**src/rtl/vga_pkg.sv**
```systemverilog
// Shared VGA geometry, colour constants and position helpers for the gameplay block.
package vga_pkg;

  // Counter and position widths
  localparam int CNT_W = 11;
  localparam int POS_W = 12;

  // 1024x768 frame in a 1344x806 total raster
  localparam int H_VIS  = 1024;
  localparam int H_FP   = 24;
  localparam int H_SYNC = 136;
  localparam int H_BP   = 160;

  localparam int V_VIS  = 768;
  localparam int V_FP   = 3;
  localparam int V_SYNC = 6;
  localparam int V_BP   = 29;

  typedef struct packed {
    logic [3:0] r;
    logic [3:0] g;
    logic [3:0] b;
  } rgb_t;

  localparam rgb_t COL_BLANK  = rgb_t'(12'h000);
  localparam rgb_t COL_PLAYER = rgb_t'(12'hF80);
  localparam rgb_t COL_BORDER = rgb_t'(12'hFFF);
  localparam rgb_t COL_BG     = rgb_t'(12'h114);

  // What a pixel is showing, highest priority first
  typedef enum logic [1:0] {
    PIX_BLANK,
    PIX_PLAYER,
    PIX_BORDER,
    PIX_BG
  } pix_class_e;

  typedef logic signed [POS_W-1:0] pos_t;

  // Movement along one axis; both directions pressed together cancel out
  function automatic pos_t axis_delta(input logic inc, input logic dec, input pos_t step);
    if (inc && !dec) return step;
    else if (dec && !inc) return -step;
    else return '0;
  endfunction

  // Keep a coordinate inside 0..hi; negative results come from moving past the left/top edge
  function automatic pos_t clamp_pos(input pos_t p, input pos_t hi);
    if (p[POS_W-1]) return '0;
    else if (p > hi) return hi;
    else return p;
  endfunction

endpackage

```
**src/rtl/vga_timing.sv**
```systemverilog
// Raster counters plus combinational sync and blank decode.
module vga_timing
  import vga_pkg::*;
#(
  parameter int H_VIS_PX  = H_VIS,
  parameter int H_FP_PX   = H_FP,
  parameter int H_SYNC_PX = H_SYNC,
  parameter int H_BP_PX   = H_BP,
  parameter int V_VIS_LN  = V_VIS,
  parameter int V_FP_LN   = V_FP,
  parameter int V_SYNC_LN = V_SYNC,
  parameter int V_BP_LN   = V_BP
) (
  input  logic             clk,
  input  logic             rst,
  output logic [CNT_W-1:0] hcount,
  output logic [CNT_W-1:0] vcount,
  output logic             hsync,
  output logic             vsync,
  output logic             blank
);

  localparam logic [CNT_W-1:0] H_LAST   = CNT_W'(H_VIS_PX + H_FP_PX + H_SYNC_PX + H_BP_PX - 1);
  localparam logic [CNT_W-1:0] V_LAST   = CNT_W'(V_VIS_LN + V_FP_LN + V_SYNC_LN + V_BP_LN - 1);
  localparam logic [CNT_W-1:0] H_VIS_C  = CNT_W'(H_VIS_PX);
  localparam logic [CNT_W-1:0] V_VIS_C  = CNT_W'(V_VIS_LN);
  localparam logic [CNT_W-1:0] HS_START = CNT_W'(H_VIS_PX + H_FP_PX);
  localparam logic [CNT_W-1:0] HS_END   = CNT_W'(H_VIS_PX + H_FP_PX + H_SYNC_PX);
  localparam logic [CNT_W-1:0] VS_START = CNT_W'(V_VIS_LN + V_FP_LN);
  localparam logic [CNT_W-1:0] VS_END   = CNT_W'(V_VIS_LN + V_FP_LN + V_SYNC_LN);

  // Horizontal counter wraps at end of line and advances the vertical counter
  always_ff @(posedge clk) begin
    if (!rst) begin
      hcount <= '0;
      vcount <= '0;
    end else if (hcount == H_LAST) begin
      hcount <= '0;
      if (vcount == V_LAST) vcount <= '0;
      else vcount <= vcount + CNT_W'(1);
    end else begin
      hcount <= hcount + CNT_W'(1);
    end
  end

  // Active-low syncs and blank decoded straight from the counters
  always_comb begin
    hsync = !((hcount >= HS_START) && (hcount < HS_END));
    vsync = !((vcount >= VS_START) && (vcount < VS_END));
    blank = (hcount >= H_VIS_C) || (vcount >= V_VIS_C);
  end

endmodule

```
**src/rtl/top_prj_gameplay.sv**
```systemverilog
// Gameplay top: VGA raster, key-driven player square, registered RGB/hs/vs outputs.
module top_prj_gameplay
  import vga_pkg::*;
#(
  parameter int PLAYER_SIZE = 64,
  parameter int STEP        = 4,
  parameter int START_X     = 480,
  parameter int START_Y     = 352,
  parameter int H_VIS_PX    = H_VIS,
  parameter int H_FP_PX     = H_FP,
  parameter int H_SYNC_PX   = H_SYNC,
  parameter int H_BP_PX     = H_BP,
  parameter int V_VIS_LN    = V_VIS,
  parameter int V_FP_LN     = V_FP,
  parameter int V_SYNC_LN   = V_SYNC,
  parameter int V_BP_LN     = V_BP
) (
  input  logic       clk,
  input  logic       rst,
  input  logic [3:0] key,
  output logic       vs,
  output logic       hs,
  output logic [3:0] r,
  output logic [3:0] g,
  output logic [3:0] b
);

  localparam pos_t SIZE_S  = POS_W'(PLAYER_SIZE);
  localparam pos_t STEP_S  = POS_W'(STEP);
  localparam pos_t MAX_X   = POS_W'(H_VIS_PX - PLAYER_SIZE);
  localparam pos_t MAX_Y   = POS_W'(V_VIS_LN - PLAYER_SIZE);
  localparam pos_t START_XS = POS_W'(START_X);
  localparam pos_t START_YS = POS_W'(START_Y);
  localparam logic [CNT_W-1:0] UPD_LINE = CNT_W'(V_VIS_LN);
  localparam logic [CNT_W-1:0] H_EDGE   = CNT_W'(H_VIS_PX - 1);
  localparam logic [CNT_W-1:0] V_EDGE   = CNT_W'(V_VIS_LN - 1);

  logic [CNT_W-1:0] hcount;
  logic [CNT_W-1:0] vcount;
  logic             hsync;
  logic             vsync;
  logic             blank;

  pos_t       pos_x;
  pos_t       pos_y;
  pos_t       next_x;
  pos_t       next_y;
  logic       update_pt;
  pos_t       h_s;
  pos_t       v_s;
  logic       in_sq;
  logic       on_border;
  pix_class_e pix_class;
  rgb_t       pix_col;

  vga_timing #(
    .H_VIS_PX  (H_VIS_PX),
    .H_FP_PX   (H_FP_PX),
    .H_SYNC_PX (H_SYNC_PX),
    .H_BP_PX   (H_BP_PX),
    .V_VIS_LN  (V_VIS_LN),
    .V_FP_LN   (V_FP_LN),
    .V_SYNC_LN (V_SYNC_LN),
    .V_BP_LN   (V_BP_LN)
  ) u_timing (
    .clk    (clk),
    .rst    (rst),
    .hcount (hcount),
    .vcount (vcount),
    .hsync  (hsync),
    .vsync  (vsync),
    .blank  (blank)
  );

  // Candidate next position: signed step then clamp, so the square never wraps
  always_comb begin
    update_pt = (hcount == '0) && (vcount == UPD_LINE);
    next_x    = clamp_pos(pos_x + axis_delta(key[3], key[2], STEP_S), MAX_X);
    next_y    = clamp_pos(pos_y + axis_delta(key[1], key[0], STEP_S), MAX_Y);
  end

  // Position moves only at the start of vertical blank so a frame is never drawn half-moved
  always_ff @(posedge clk) begin
    if (!rst) begin
      pos_x <= START_XS;
      pos_y <= START_YS;
    end else if (update_pt) begin
      pos_x <= next_x;
      pos_y <= next_y;
    end
  end

  // Geometry tests for the current raster position
  always_comb begin
    h_s       = pos_t'({1'b0, hcount});
    v_s       = pos_t'({1'b0, vcount});
    in_sq     = (h_s >= pos_x) && (h_s < pos_x + SIZE_S) &&
                (v_s >= pos_y) && (v_s < pos_y + SIZE_S);
    on_border = (hcount == '0) || (hcount == H_EDGE) ||
                (vcount == '0) || (vcount == V_EDGE);
  end

  // Pixel classification in priority order: blank, player, border, background
  always_comb begin
    pix_class = PIX_BG;
    if (blank) pix_class = PIX_BLANK;
    else if (in_sq) pix_class = PIX_PLAYER;
    else if (on_border) pix_class = PIX_BORDER;
  end

  // Class to colour lookup
  always_comb begin
    pix_col = COL_BG;
    case (pix_class)
      PIX_BLANK:  pix_col = COL_BLANK;
      PIX_PLAYER: pix_col = COL_PLAYER;
      PIX_BORDER: pix_col = COL_BORDER;
      default:    pix_col = COL_BG;
    endcase
  end

  // Single output register stage keeps colour and syncs aligned
  always_ff @(posedge clk) begin
    if (!rst) begin
      hs <= 1'b1;
      vs <= 1'b1;
      r  <= '0;
      g  <= '0;
      b  <= '0;
    end else begin
      hs <= hsync;
      vs <= vsync;
      r  <= pix_col.r;
      g  <= pix_col.g;
      b  <= pix_col.b;
    end
  end

endmodule

```
**config.mk**
```make
export PLATFORM = sky130hd
export DESIGN_NAME = top_prj_gameplay
export DESIGN_NICKNAME = d
export VERILOG_FILES = /design/src/rtl/vga_pkg.sv /design/src/rtl/vga_timing.sv /design/src/rtl/top_prj_gameplay.sv
export SDC_FILE = /design/constraint.sdc
export NUM_CORES = 1
export LEC_CHECK = 0
export BUFFER_PORTS_ARGS = -buffer_cell sky130_fd_sc_hd__buf_2
export CORE_MARGIN = 2
export CORE_UTILIZATION = 60
export CTS_CLUSTER_SIZE = 12
export DETAILED_ROUTE_END_ITERATION = 8
export PLACE_DENSITY = 0.76
export SKIP_LAST_GASP = 1
export SLEW_MARGIN = 0
export SYNTH_ARGS = -nofsm -noshare
export SYNTH_HDL_FRONTEND = slang
export SYNTH_SLANG_ARGS = --single-unit
```
**constraint.sdc**
```tcl
create_clock -name clk -period 4.6 [get_ports clk]
set_clock_uncertainty 0.05 [all_clocks]
set_input_delay 0.46 -clock clk [delete_from_list [all_inputs] [get_ports clk]]
set_output_delay 0.46 -clock clk [all_outputs]
set_load 0.05 [all_outputs]
```
==> summary.md <==
| Metric | Value |
|---|---|
| Outcome | `complete, no violations` |
| Postcts setup bufs | `0` |
| Yosys top cell by area | `dfxtp_1` |
| Final setup violation count | `0` |
| Max_cap viols | `0` |
| TritonCTS buffer count | `5` |
| Worst setup path start | `key[3]` |
| FFs w/ async S/R, synth | `0` |
| RSZ-0062 raised after global routing | `false` |
| Yosys synthesis warning count | `0` |
| Fillcell total | `578` |
| CP Cell Sequence | `buf_2, inv_1, ha_1, xor2_1, ha_1, a21boi_0, o22ai_1, o31ai_1, a221oi_1, xnor2_1, nor3b_1, o31ai_1, o21ai_0` |
| Synth area leaders | `dfxtp_1 (23%), ha_1 (14%), xnor2_1 (6.1%), nor2_1 (4.7%), a21oi_1 (3.7%)` |
| Synth top cells by count | `nor2_1 (51), dfxtp_1 (46), ha_1 (45), inv_1 (39), a21oi_1 (30)` |
| Synth-to-Final Area Change | `2.45%` |
| Largest net degree at the start of global routing | `28` |
| Fin. Hold Viols | `0` |
| DRT Wirelength | `approximately 9000 um` |
| Fin crit share | `0.771` |
| Register bit total from synthesis | `46` |
| Logic pwr share | `0.159` |
| Nets | `roughly 560` |
| Leak | `1.74 nW` |
| Cts repair resizes | `0` |
| RR Endpoint | `pos_x[4]$_SDFFE_PN0P_` |
| Cell Rows | `29` |
| Area of the multi-input gates | `0.00277 mm2` |
| Min-Delay Path Depth | `1` |
| Clk root buf | `clkbuf_8` |
| GRT Total Usage | `0.253` |
| Post-CTS Hold Buffers | `0` |
| Synth Flop Type | `dfxtp_1` |
| Syn_nets | `569` |
| Top Ports | `20` |
| Final GP Congestion | `~0.87` |
| R2R Setup Slk | `between 1.5 and 2 ns` |
| CTS max path bufs | `2` |
| Hold Path Class | `flop to flop` |
| Drt wl/cell | `15.4 um` |
| Reg2reg start | `pos_x[4]$_SDFFE_PN0P_` |
| # diodes | `0` |
| Die H | `86.0 um` |
| Sequential Power Share | `0.524` |
| PwrDens | `between 150 and 200 mW/mm2` |
| Sw frac | `0.277` |
| First-pass GRT wire length | `15400 um` |
| Seq. cell area | `roughly 920 um2` |
| CTS tree | `built` |
| Clk Latency, worst-skew pair | `0.30 ns` |
| Post-DP HPWL | `6740 um` |
| Reg2Reg Depth | `8` |
| Core ar. | `0.00642 mm2` |
| Worst setup SP type | `input pin` |
| Final worst path period need | `3.55 ns` |
| Crit path kind | `input pin to flop` |
| Post-DRT Antenna Nets | `0` |
| Max Slew Vio Count | `0` |
| CTS H-tree depth | `2` |
| Fmax | `282 MHz` |
| Hold slack | `0.422 ns` |
| Mapped Cells | `518` |
| Die width | `between 80 and 90 um` |
| Count leader, synth | `nor2_1` |
| Share of the synthesized area in the top cell type | `0.228` |
| Clock network power share | `0.317` |
| Hold path startpoint | `u_timing.hcount[0]$_SDFF_PP0_` |
| Starting Density | `0.628` |
| Syn avg cell area | `around 7.8 um2` |
| Share of cells above drive strength 1 | `0.0789` |
| Worst vdd ir | `~130 uV` |
| Initial antenna violation count | `0` |
| Buffers & Inverters on Critical Path | `2` |
| CP Capture Type | `flop` |
| DR iter-0 viols | `207` |
| Sw power | `0.214 mW` |
| EDFF count, synth | `0` |
| Post-synth cell types | `63` |
| Crit path max-delay family | `compound AO/OA/AOI/OAI gates` |
| Via count | `approximately 3600` |
| Setup TNS | `0 ns` |
| DRC viols | `0` |
| Die area | `0.00740 mm2` |
| Pint | `0.560 mW` |
| Post-Syn Area | `0.00404 mm2` |
| GRT overflow | `0` |
| IO Port Bufs | `19` |
| Critical Path Fanout Max | `27` |
| Clock transition at path regs | `0.08 ns` |
| Clock Sinks | `46` |
| Slew @ Worst Pin | `0.864 ns` |
| Slew HR | `0.424` |
| First-pass DRT Iterations | `5` |
| CP peak stage delay | `slightly above 0.7 ns` |
| Slowest-stage cell, CP | `ha_1` |
| WP data required | `4.77 ns` |
| Sequential share of the synthesized area | `0.228` |
| Arrival time of the worst setup path | `3.72 ns` |
| DR vias/cell | `6.17` |
| Vias in the first global route | `around 3200` |
| Hold EP | `u_timing.hcount[0]$_SDFF_PP0_` |
==> per-layer routing <==
metal,GRT usage,share of wire
met3,0.0269,0.035
met1,0.342,0.46
met2,0.428,0.49
met5,0,0
met4,0.0707,0.016
==> cell type report <==
cell class | instances | area share
Sequential cell | 46 | 0.223
Inverter | 41 | 0.0372
Tap cell | 77 | 0.0233
Timing Repair Buffer | 21 | 0.0266
Clock buffer | 6 | 0.0200
Multi-Input combinational cell | 393 | 0.670
==> registers in the layout, indices dropped and copies added (netlist names) <==
| signal | flops |
|---|---|
| g | 2 |
| hs | 1 |
| pos_x | 9 |
| pos_y | 9 |
| r | 2 |
| u_timing.hcount | 11 |
| u_timing.vcount | 11 |
| vs | 1 |
==> cells in the final DEF, fill, tap and decap left out, types with 7 or more instances in the layout <==
cell	Yosys	final
nor2_1	51	51
dfxtp_1	46	46
ha_1	45	45
inv_1	39	39
a21oi_1	30	30
xnor2_1	28	28
nand2_1	28	28
o21ai_0	28	28
buf_2	2	19
nand3_1	18	18
xor2_1	17	17
nor3_1	16	16
a221oi_1	8	8
and2_1	7	7
nor4_1	7	7
o22ai_1	7	7
==> kinds of logic after synthesis <==
kind of cell    Yosys count  share of synthesized area
buf+inv                  79                     0.0852
fa+ha+maj                45                      0.139
xor+xnor                 45                     0.0976
compound gates          137                      0.242
flops                    46                      0.228
simple gates            166                      0.208
==> power groups by stage <==
stage | clock (mW) | sequential [mW] | combinational, mW
detailed placement | 0 | 0.415 | 0.122
global route | 0.265 | 0.406 | 0.136
global placement | 0 | 0.415 | 0.120
floorplan | 0 | 0.421 | 0.0962
finish | 0.245 | 0.405 | 0.123
CTS | 0.248 | 0.405 | 0.123
==> how the worst max path moves through the flow <==
stage                                  to  slack, ns  depth (start not counted)
finish              pos_x[4]$_SDFFE_PN0P_       1.05                         13
global route        pos_x[2]$_SDFFE_PN0P_       0.69                         13
CTS                 pos_x[4]$_SDFFE_PN0P_       1.10                         13
detailed placement  pos_x[4]$_SDFFE_PN0P_       0.79                         13
global placement    pos_y[4]$_SDFFE_PN0P_       0.97                         13
floorplan           pos_x[5]$_SDFFE_PN1P_       1.01                         15
==> metrics by stage <==
stage	cell area, um2	total power, mW	worst slack [ns]	std cells	util
after floorplan	4040	0.517	1.01	518	-
after global placement	4050	0.535	0.967	578	0.631
after detailed placement	4050	0.537	0.786	578	0.631
after CTS	4140	0.776	1.10	584	0.644
after global routing	4140	0.807	0.689	584	0.644
final	4140	0.774	1.05	584	0.644
No activity file was read; power rests on OpenSTA's default activity.
